`src/rtl/fmap_stream_source.sv`:
```
// fmap_stream_source
//   Reads one WIDTH x WIDTH feature-map channel from on-chip RAM in raster
//   order and presents it to the next layer as a data + valid stream. After
//   every row except the last, GAP idle cycles are inserted so the downstream
//   line-padding control has room to emit its padding columns.
//
// Ports
//   clk          rising-edge clock
//   rst          asynchronous active-low reset
//   start        one-cycle request to stream a map (sampled only in IDLE)
//   base_addr    RAM address of pixel (0,0), latched on an accepted start
//   rd_en        RAM read strobe
//   rd_addr      RAM read address
//   rd_data      RAM read data, valid one cycle after rd_en
//   data_out     pixel to the downstream layer
//   valid_out    data_out carries a pixel this cycle
//   counter_col  column of the pixel on data_out
//   counter_row  row of the pixel on data_out
//   busy         high while a map is in progress
//   done         one-cycle pulse the cycle after the last valid_out
//
// Stream handshake: valid-only, no backpressure. A pixel is transferred in
// every cycle where valid_out=1; the consumer must accept it in that cycle.
// data_out and the counters hold their last values while valid_out=0.

module fmap_stream_source #(
    parameter int WIDTH  = 5,
    parameter int DATA_W = 16,
    parameter int ADDR_W = 10,
    parameter int GAP    = 2
) (
    input  logic              clk,
    input  logic              rst,
    input  logic              start,
    input  logic [ADDR_W-1:0] base_addr,
    output logic              rd_en,
    output logic [ADDR_W-1:0] rd_addr,
    input  logic [DATA_W-1:0] rd_data,
    output logic [DATA_W-1:0] data_out,
    output logic              valid_out,
    output logic [31:0]       counter_col,
    output logic [31:0]       counter_row,
    output logic              busy,
    output logic              done
);

    typedef enum logic [2:0] {
        S_IDLE   = 3'd0,
        S_STREAM = 3'd1,
        S_GAP    = 3'd2,
        S_DRAIN  = 3'd3,
        S_DONE   = 3'd4
    } state_t;

    state_t state;

    // Issue position: row/col of the read being strobed this cycle.
    logic [31:0] col;
    logic [31:0] row;
    logic [31:0] gap_cnt;

    // Stage 1 of the read pipeline (cycle in which rd_data is valid).
    logic        p_valid;
    logic [31:0] p_col;
    logic [31:0] p_row;

    // Control FSM. The registered read strobe/address are set on the edge
    // that enters a read cycle, so rd_en is high in exactly the cycles the
    // FSM is in S_STREAM and the first read follows start by one cycle.
    always_ff @(posedge clk or negedge rst) begin
        if (!rst) begin
            state   <= S_IDLE;
            rd_en   <= 1'b0;
            rd_addr <= '0;
            busy    <= 1'b0;
            done    <= 1'b0;
            col     <= '0;
            row     <= '0;
            gap_cnt <= '0;
        end else begin
            done <= 1'b0;
            case (state)
                S_IDLE: begin
                    if (start) begin
                        state   <= S_STREAM;
                        busy    <= 1'b1;
                        rd_en   <= 1'b1;
                        rd_addr <= base_addr;
                        col     <= '0;
                        row     <= '0;
                    end
                end
                S_STREAM: begin
                    if (col == 32'(WIDTH - 1)) begin
                        col <= '0;
                        if (row == 32'(WIDTH - 1)) begin
                            rd_en <= 1'b0;
                            state <= S_DRAIN;
                        end else begin
                            row <= row + 32'd1;
                            if (GAP > 0) begin
                                rd_en   <= 1'b0;
                                gap_cnt <= 32'(GAP);
                                state   <= S_GAP;
                            end else begin
                                rd_addr <= rd_addr + ADDR_W'(1);
                            end
                        end
                    end else begin
                        col     <= col + 32'd1;
                        rd_addr <= rd_addr + ADDR_W'(1);
                    end
                end
                S_GAP: begin
                    // rd_addr still points at the last pixel of the previous
                    // row, so the next row resumes at rd_addr + 1.
                    if (gap_cnt == 32'd1) begin
                        gap_cnt <= '0;
                        rd_en   <= 1'b1;
                        rd_addr <= rd_addr + ADDR_W'(1);
                        state   <= S_STREAM;
                    end else begin
                        gap_cnt <= gap_cnt - 32'd1;
                    end
                end
                S_DRAIN: begin
                    // Once stage 1 is empty the last pixel is on valid_out
                    // this cycle, so done lands in the following cycle.
                    if (!p_valid) begin
                        done  <= 1'b1;
                        state <= S_DONE;
                    end
                end
                S_DONE: begin
                    busy  <= 1'b0;
                    state <= S_IDLE;
                end
                default: begin
                    state <= S_IDLE;
                end
            endcase
        end
    end

    // Two-stage read pipeline: rd_en at t, rd_data at t+1, outputs at t+2.
    always_ff @(posedge clk or negedge rst) begin
        if (!rst) begin
            p_valid     <= 1'b0;
            p_col       <= '0;
            p_row       <= '0;
            valid_out   <= 1'b0;
            data_out    <= '0;
            counter_col <= '0;
            counter_row <= '0;
        end else begin
            p_valid   <= rd_en;
            p_col     <= col;
            p_row     <= row;
            valid_out <= p_valid;
            if (p_valid) begin
                data_out    <= rd_data;
                counter_col <= p_col;
                counter_row <= p_row;
            end
        end
    end

endmodule

```
`config.mk`:
```
export PLATFORM = sky130hd
export DESIGN_NAME = fmap_stream_source
export DESIGN_NICKNAME = d
export VERILOG_FILES = /design/src/rtl/fmap_stream_source.sv
export SDC_FILE = /design/constraint.sdc
export NUM_CORES = 1
export LEC_CHECK = 0
export BUFFER_PORTS_ARGS = -buffer_cell sky130_fd_sc_hd__buf_2
export CORE_MARGIN = 1.5
export CORE_UTILIZATION = 29
export DETAILED_ROUTE_END_ITERATION = 10
export PLACE_DENSITY = 0.5
export REMOVE_ABC_BUFFERS = 1
export SLEW_MARGIN = 15
export SYNTH_ARGS = -nofsm -noshare
export SYNTH_HDL_FRONTEND = slang
export SYNTH_SLANG_ARGS = --single-unit
```
`constraint.sdc`:
```
create_clock -name clk -period 2.3 [get_ports clk]
set_input_delay 0.345 -clock clk [delete_from_list [all_inputs] [get_ports clk]]
set_output_delay 0.345 -clock clk [all_outputs]
set_load 0.05 [all_outputs]
```
==> results.toml, run 1 <==
[status]
status = "finished, violations left"
violations = "negative setup slack"

[clock_network]
clk_latency_ns = 0.56
cts_tree = "yes"
cts_root_buffer = "clkbuf_16"
clockBufferDepth = 3
numCtsBuffers = 30
path_clk_slew_ns = 0.06
numClockSinks = 258
ctsHtreeMaxLevel = 1

[synthesis]
async_reset_ff_share_pct = 100.0
yosys-top-cells-area = "dfrtp_1 (55%), mux2_2 (7.7%), nand3_1 (2.1%)"
yosysWarnings = 0
yosysSeqAreaShare_pct = 55.39
synth_edf_count = 0
ys_ff_latch = 258
synth_cell_types = 70
syn-cell-area_mm2 = 0.01165
ys_top_cells_by_count = "dfrtp_1 (258), mux2_2 (80), nand3_1 (50), clkbuf_1 (48)"
yosys.area.top_type_share_pct = 55.39
yosysMostFrequentCell = "dfrtp_1"
syn_inst = 1038
avgSynthCellArea_um2 = 11.23
dominantRegCellSynth = "dfrtp_1"
yosys.area.top_type = "dfrtp_1"

[global_route]
antenna_found_initial = 0
use_met1_pct = 21.00
grt_util_met2_pct = 25.23
grt_pass1_vias = 9543
busiest_layer = "met2"
grt_pass1_wl_mm = 51.96
grtUsageTotal_pct = 15.53
grt_max_degree = 61
gr-usage-met3_pct = 2.701
grt_overflow_total = 0

[worst_setup_path]
rrSetupSlack_ns = -0.03
endpoint_kind = "flip-flop"
worstPathArrival_ns = 2.77
startpoint_type = "flip-flop"
worstPathMaxFanout = 7
rr_worst_depth = 9
criticalPathCategory = "reg2reg"
worstPathRequired_ns = 2.74
reg2reg_from = "gap_cnt[1]$_DFFE_PN0P_"
reg2reg_to = "rd_addr[9]$_DFFE_PN0P_"

[flow_run]
cap_violations = 0

[pwr]
combPwrFrac_pct = 48.7
total_leakage_power_nw = 7.332
swShare_pct = 42.12
p_seq_share_pct = 29.9
p_clk_share_pct = 21.4
p_total_mw = 22.67
p_int_mw = 13.12
p_per_area_mw_per_mm2 = 1447
p_switching_mw = 9.550
peakVddDrop_uv = 746.9

[sta]
rsz0062_at_grt = "true"
fin_crit_ns = 2.328
setup_viol = 1
fin_skew_ns = 0.01225
final.setup.tns_ns = -0.02812
timing.fmax_mhz = 429.5
final_max_slew_viol_count = 0
worst_slack_ns = -0.02812
hold_viol_final = 0
maxSlewHeadroom_pct = 64.59
whs_ns = 0.03286
period_share_pct = 101.2
tightest_slew_ns = 0.5311

[die]
die_y_um = 203.5
io_pins = 123
rows = 73
core_mm2 = 0.03973
die_width_um = 203.5
dieArea_mm2 = 0.04140
start_util_pct = 29.33

[hold_path]
holdPathEnd = "data_out[8]$_DFFE_PN0P_"
min_path_type = "in2reg"
whs_path_depth = 2
hp-start = "rd_data[8]"

[layout]
fin_nets = 1360
stdcell_count = 1870
diodes = 0
layout-drive-gt1-share_pct = 35.32
post-route-cell-area_mm2 = 0.01567
syn_to_final_growth_pct = 34.45

[place]
place_inst = 1785
dp_hpwl_mm = 22.32
io_buffers = 122
place_area_mm2 = 0.01401
gp_congestion = 0.8208

[route]
drtAntennaViolNets = 0
drt-total-wl_mm = 33.19
drtIter0Drc = 483
avgRoutedWirePerCell_um = 17.75
drc = 0
drt_first_pass_iters = 5
routed_via_density = 5.165
via_count = 9659
==> cell type report <==
| type | instances | area (um2) |
|---|---|---|
| Fill cell | 3866 | 24060 |
| Sequential cell | 258 | 6460 |
| Multi-Input combinational cell | 678 | 5030 |
| Timing Repair Buffer | 311 | 2345 |
| Clock buffer | 44 | 884.6 |
| Tap cell | 525 | 656.9 |
| Inverter | 45 | 168.9 |
| Clock inverter | 9 | 125.1 |
==> routing by layer <==
layer	wire (um)	share of wire, %
met5	0	0
met4	816	2.5
met3	1660	5.0
met2	15190	46
met1	15520	47
==> worst max-delay path, stage by stage, from the launching register on <==
cell      delay, ns
dfrtp_1        0.40
inv_2          0.09
ha_4           0.12
or4b_4         0.47
nor4_4         0.23
buf_6          0.18
and3_4         0.25
buf_6          0.12
o211ai_2       0.08
a32o_1         0.28
==> placed cells by master (no fill, tap or decap), types with 35 or more instances in the layout <==
cell type | Yosys | routed
a21oi_1 | 47 | 44
buf_2 | 5 | 121
buf_4 | 0 | 142
dfrtp_1 | 258 | 257
inv_1 | 45 | 43
mux2_2 | 80 | 80
nand2_1 | 47 | 46
nand3_1 | 50 | 49
nor2_1 | 35 | 35
o21ai_0 | 41 | 36
==> kinds of logic after synthesis <==
kind of cell | after synthesis | synth area share [%]
adders and majority gates | 7 | 0.7514
DFF | 258 | 55.39
AOI/OAI and AO/OA | 251 | 15.66
and+or+nand+nor | 334 | 16.43
muxes | 83 | 7.998
buffers and inverters | 104 | 3.693
xor gates and xnor gates | 1 | 0.07516
==> through the flow <==
step | setup WS [ns] | util [%]
floorplan | -2.255 | -
global placement | -0.1432 | 35.27
detailed placement | -0.1358 | 35.27
CTS | -0.01579 | 38.44
global route | -0.1319 | 39.44
finish | -0.02812 | 39.44
==> registers in the layout, indices dropped and copies added (netlist names) <==
name         flops
col             32
p_valid          1
rd_addr         10
state            3
valid_out        1
data_out        16
counter_row     32
counter_col     32
gap_cnt         32
busy             1
p_col           32
p_row           32
done             1
row             32
rd_en            1
==> worst max path at each step <==
stage / slack (ns) / startpoint / depth (start not counted) / end
after floorplan: -2.25 / state[0]$_DFFE_PN0P_ / 3 / row[22]$_DFFE_PN0P_
after global placement: -0.14 / col[19]$_DFFE_PN0P_ / 9 / row[21]$_DFFE_PN0P_
after detailed placement: -0.14 / col[19]$_DFFE_PN0P_ / 9 / row[20]$_DFFE_PN0P_
after CTS: -0.02 / col[14]$_DFFE_PN0P_ / 9 / row[31]$_DFFE_PN0P_
after global routing: -0.13 / gap_cnt[1]$_DFFE_PN0P_ / 9 / rd_addr[9]$_DFFE_PN0P_
final: -0.03 / gap_cnt[1]$_DFFE_PN0P_ / 9 / rd_addr[9]$_DFFE_PN0P_
==> power by group through the flow <==
stage / Combinational [mW] / Clock [mW] / Sequential (mW)
after floorplan: 3.99 / 0 / 8.65
after global placement: 9.98 / 0 / 6.81
after detailed placement: 10.1 / 0 / 6.84
after CTS: 10.3 / 5.03 / 6.77
after global routing: 11.9 / 5.21 / 6.96
final: 11.0 / 4.86 / 6.77
==> repair_timing <==
item | in CTS | in global routing
buffers inserted | 3 | 5
hold endpoints to repair | 68 | 0
hold buffers | 16 | 0
gates cloned | 2 | 7
gates resized for setup | 10 | 58
pin swaps | 13 | 33
setup endpoints to repair | 53 | 73
No activity file was read; power rests on OpenSTA's default activity.
==> inputs of run 2 (changes only) <==
--- a/config.mk
+++ b/config.mk
@@ -9,7 +9,7 @@
 export CORE_MARGIN = 1.5
 export CORE_UTILIZATION = 29
 export DETAILED_ROUTE_END_ITERATION = 10
-export PLACE_DENSITY = 0.5
+export PLACE_DENSITY = 0.48
 export REMOVE_ABC_BUFFERS = 1
 export SLEW_MARGIN = 15
 export SYNTH_ARGS = -nofsm -noshare
==> constraint.sdc (replaced) <==
create_clock -name clk -period 2.95 [get_ports clk]
set_input_delay 0.4425 -clock clk [delete_from_list [all_inputs] [get_ports clk]]
set_output_delay 0.4425 -clock clk [all_outputs]
set_load 0.05 [all_outputs]
==> run 2 against run 1 <==
  * Final cell count decreased by 7.6%
  * Power decreased by 30%
  * Cell area decreased by 10%
  * Count of clock-buffer cells in the layout increased by 4
  * Critical path depth decreased by 2
  * Sequential cell count unchanged
  * Hold slack improved by 0.079 ns
  * The flow now finishes without violations
  * Worst setup slack improved by 0.32 ns
  * First-iteration DRC count increased by 8.7%
==> results.toml, run 2 (synthesis gave the netlist of run 1 again) <==
[layout]
fin_nets = 1216
diodes = 0
stdcell_count = 1728
syn_to_final_growth_pct = 20.89
final_util_pct = 35.46
final_cell_mix = "dfrtp_1 (257), buf_2 (121), mux2_2 (80)"
layout-drive-gt1-share_pct = 25.69
final_common_cell = "dfrtp_1"
fill_cells = 3995

[worst_setup_path]
slowest_delay_ns = 0.48
worstPathRequired_ns = 3.39
worstPathMaxFanout = 28
worstPathCellList = "inv_1 > ha_1 > or4b_1 > nor4_4 > a31oi_4 > and3_1 > a211o_1"
startpoint_type = "flip-flop"
cp_num_buf_inv = 1
endpoint_kind = "flip-flop"
criticalPathCategory = "reg2reg"
worstPathArrival_ns = 3.10
crit_family = "simple AND/OR/NAND/NOR gates"
slowest_stage = "or4b_1"

[route]
avgRoutedWirePerCell_um = 18.23
drt-total-wl_mm = 31.50
drc = 0
drtAntennaViolNets = 0
drt_first_pass_iters = 4
routed_via_density = 5.206
drtIter0Drc = 525
via_count = 8996

[place]
dp_hpwl_mm = 20.93
place_inst = 1671
gp_congestion = 0.8024
io_buffers = 122

[sta]
fin_crit_ns = 2.654
final_max_slew_viol_count = 0
fin_skew_ns = 0.01134
period_share_pct = 89.95
timing.fmax_mhz = 376.9
hold_viol_final = 0
final.setup.tns_ns = 0
setup_viol = 0
rsz0062_at_grt = "false"
tightest_slew_ns = 0.8302
maxSlewHeadroom_pct = 44.28

[die]
core_mm2 = 0.03973
start_util_pct = 29.33
rows = 73
die_width_um = 203.5
dieArea_mm2 = 0.04140
die_y_um = 203.5
io_pins = 123

[clock_network]
clk_latency_ns = 0.57
numClockSinks = 258
ctsHtreeMaxLevel = 1
cts_tree = "yes"
post_cts_buffers = 0
numCtsBuffers = 31
cts_root_buffer = "clkbuf_16"
clockBufferDepth = 3
path_clk_slew_ns = 0.06

[global_route]
grt_pass1_wl_mm = 51.14
antenna_found_initial = 0
grtUsageTotal_pct = 15.33
grt_pass1_vias = 8846
grt_max_degree = 86
grt_overflow_total = 0

[pwr]
p_per_area_mw_per_mm2 = 1129
peakVddDrop_uv = 555.0
p_total_mw = 15.91
total_leakage_power_nw = 6.502

[hold_path]
min_path_type = "in2reg"

[flow_run]
cap_violations = 0

[status]
status = "finished clean"
run 2: area by class of cell:
type | count | area [um2] | share of cell area [%]
Clock inverter | 8 | 122.6 | 0.8703
Tap cell | 525 | 656.9 | 4.662
Multi-Input combinational cell | 676 | 4776 | 33.90
Clock buffer | 48 | 899.6 | 6.385
Inverter | 45 | 168.9 | 1.199
Timing Repair Buffer | 168 | 1006 | 7.140
Sequential cell | 258 | 6460 | 45.85
run 2: routing by layer:
layer	vias up	share of wire, %	GRT usage [%]
li1	4278	-	-
met1	4498	48	21.74
met3	49	4.5	2.605
met2	171	46	23.94
met5	-	0	0
met4	0	2.4	4.524
run 2: through the flow:
stage / instance area (um2) / worst slack [ns] / hold WS [ns]
5_1_grt: 14090 / 0.1552 / 0.08063
4_1_cts: 14090 / 0.3165 / 0.07829
3_3_place_gp: 13060 / 0.3641 / 0.4235
2_1_floorplan: 11390 / -1.605 / 0.1469
6_report: 14090 / 0.2964 / 0.1118
3_5_place_dp: 13060 / 0.3201 / 0.4301
run 2: final timing paths:
path,from,end,slack [ns],cells past startpoint
min reg2reg,row[31]$_DFFE_PN0P_,p_row[31]$_DFF_PN0_,0.44,0
max reg2reg,gap_cnt[1]$_DFFE_PN0P_,gap_cnt[6]$_DFFE_PN0P_,0.30,7
min in group asynchronous,rst,data_out[14]$_DFFE_PN0P_,0.49,2
min,rd_data[2],data_out[2]$_DFFE_PN0P_,0.11,2
max in group asynchronous,rst,p_col[1]$_DFF_PN0_,1.66,3
max,gap_cnt[1]$_DFFE_PN0P_,gap_cnt[6]$_DFFE_PN0P_,0.30,7
run 2: power breakdown:
| part | switching [mW] | internal, mW | leakage (nW) | total (mW) |
|---|---|---|---|---|
| clock network | 1.51 | 2.34 | 0.501 | 3.85 |
| logic | 4.32 | 2.17 | 2.74 | 6.49 |
| registers | 1.03 | 4.54 | 3.26 | 5.57 |
| total | 6.87 | 9.04 | 6.50 | 15.9 |
run 2: worst reg2reg max path, cell delays in order, from the launching register on:
cell and delay (ns):
dfrtp_1 0.40, inv_1 0.11, ha_1 0.14, or4b_1 0.48, nor4_4 0.45, a31oi_4 0.37
and3_1 0.32, a211o_1 0.27
run 2: repair_timing:
item / CTS / global route
hold endpoints to repair: 79 / 0
resized for setup: 0 / 0
hold buffers: 1 / 0
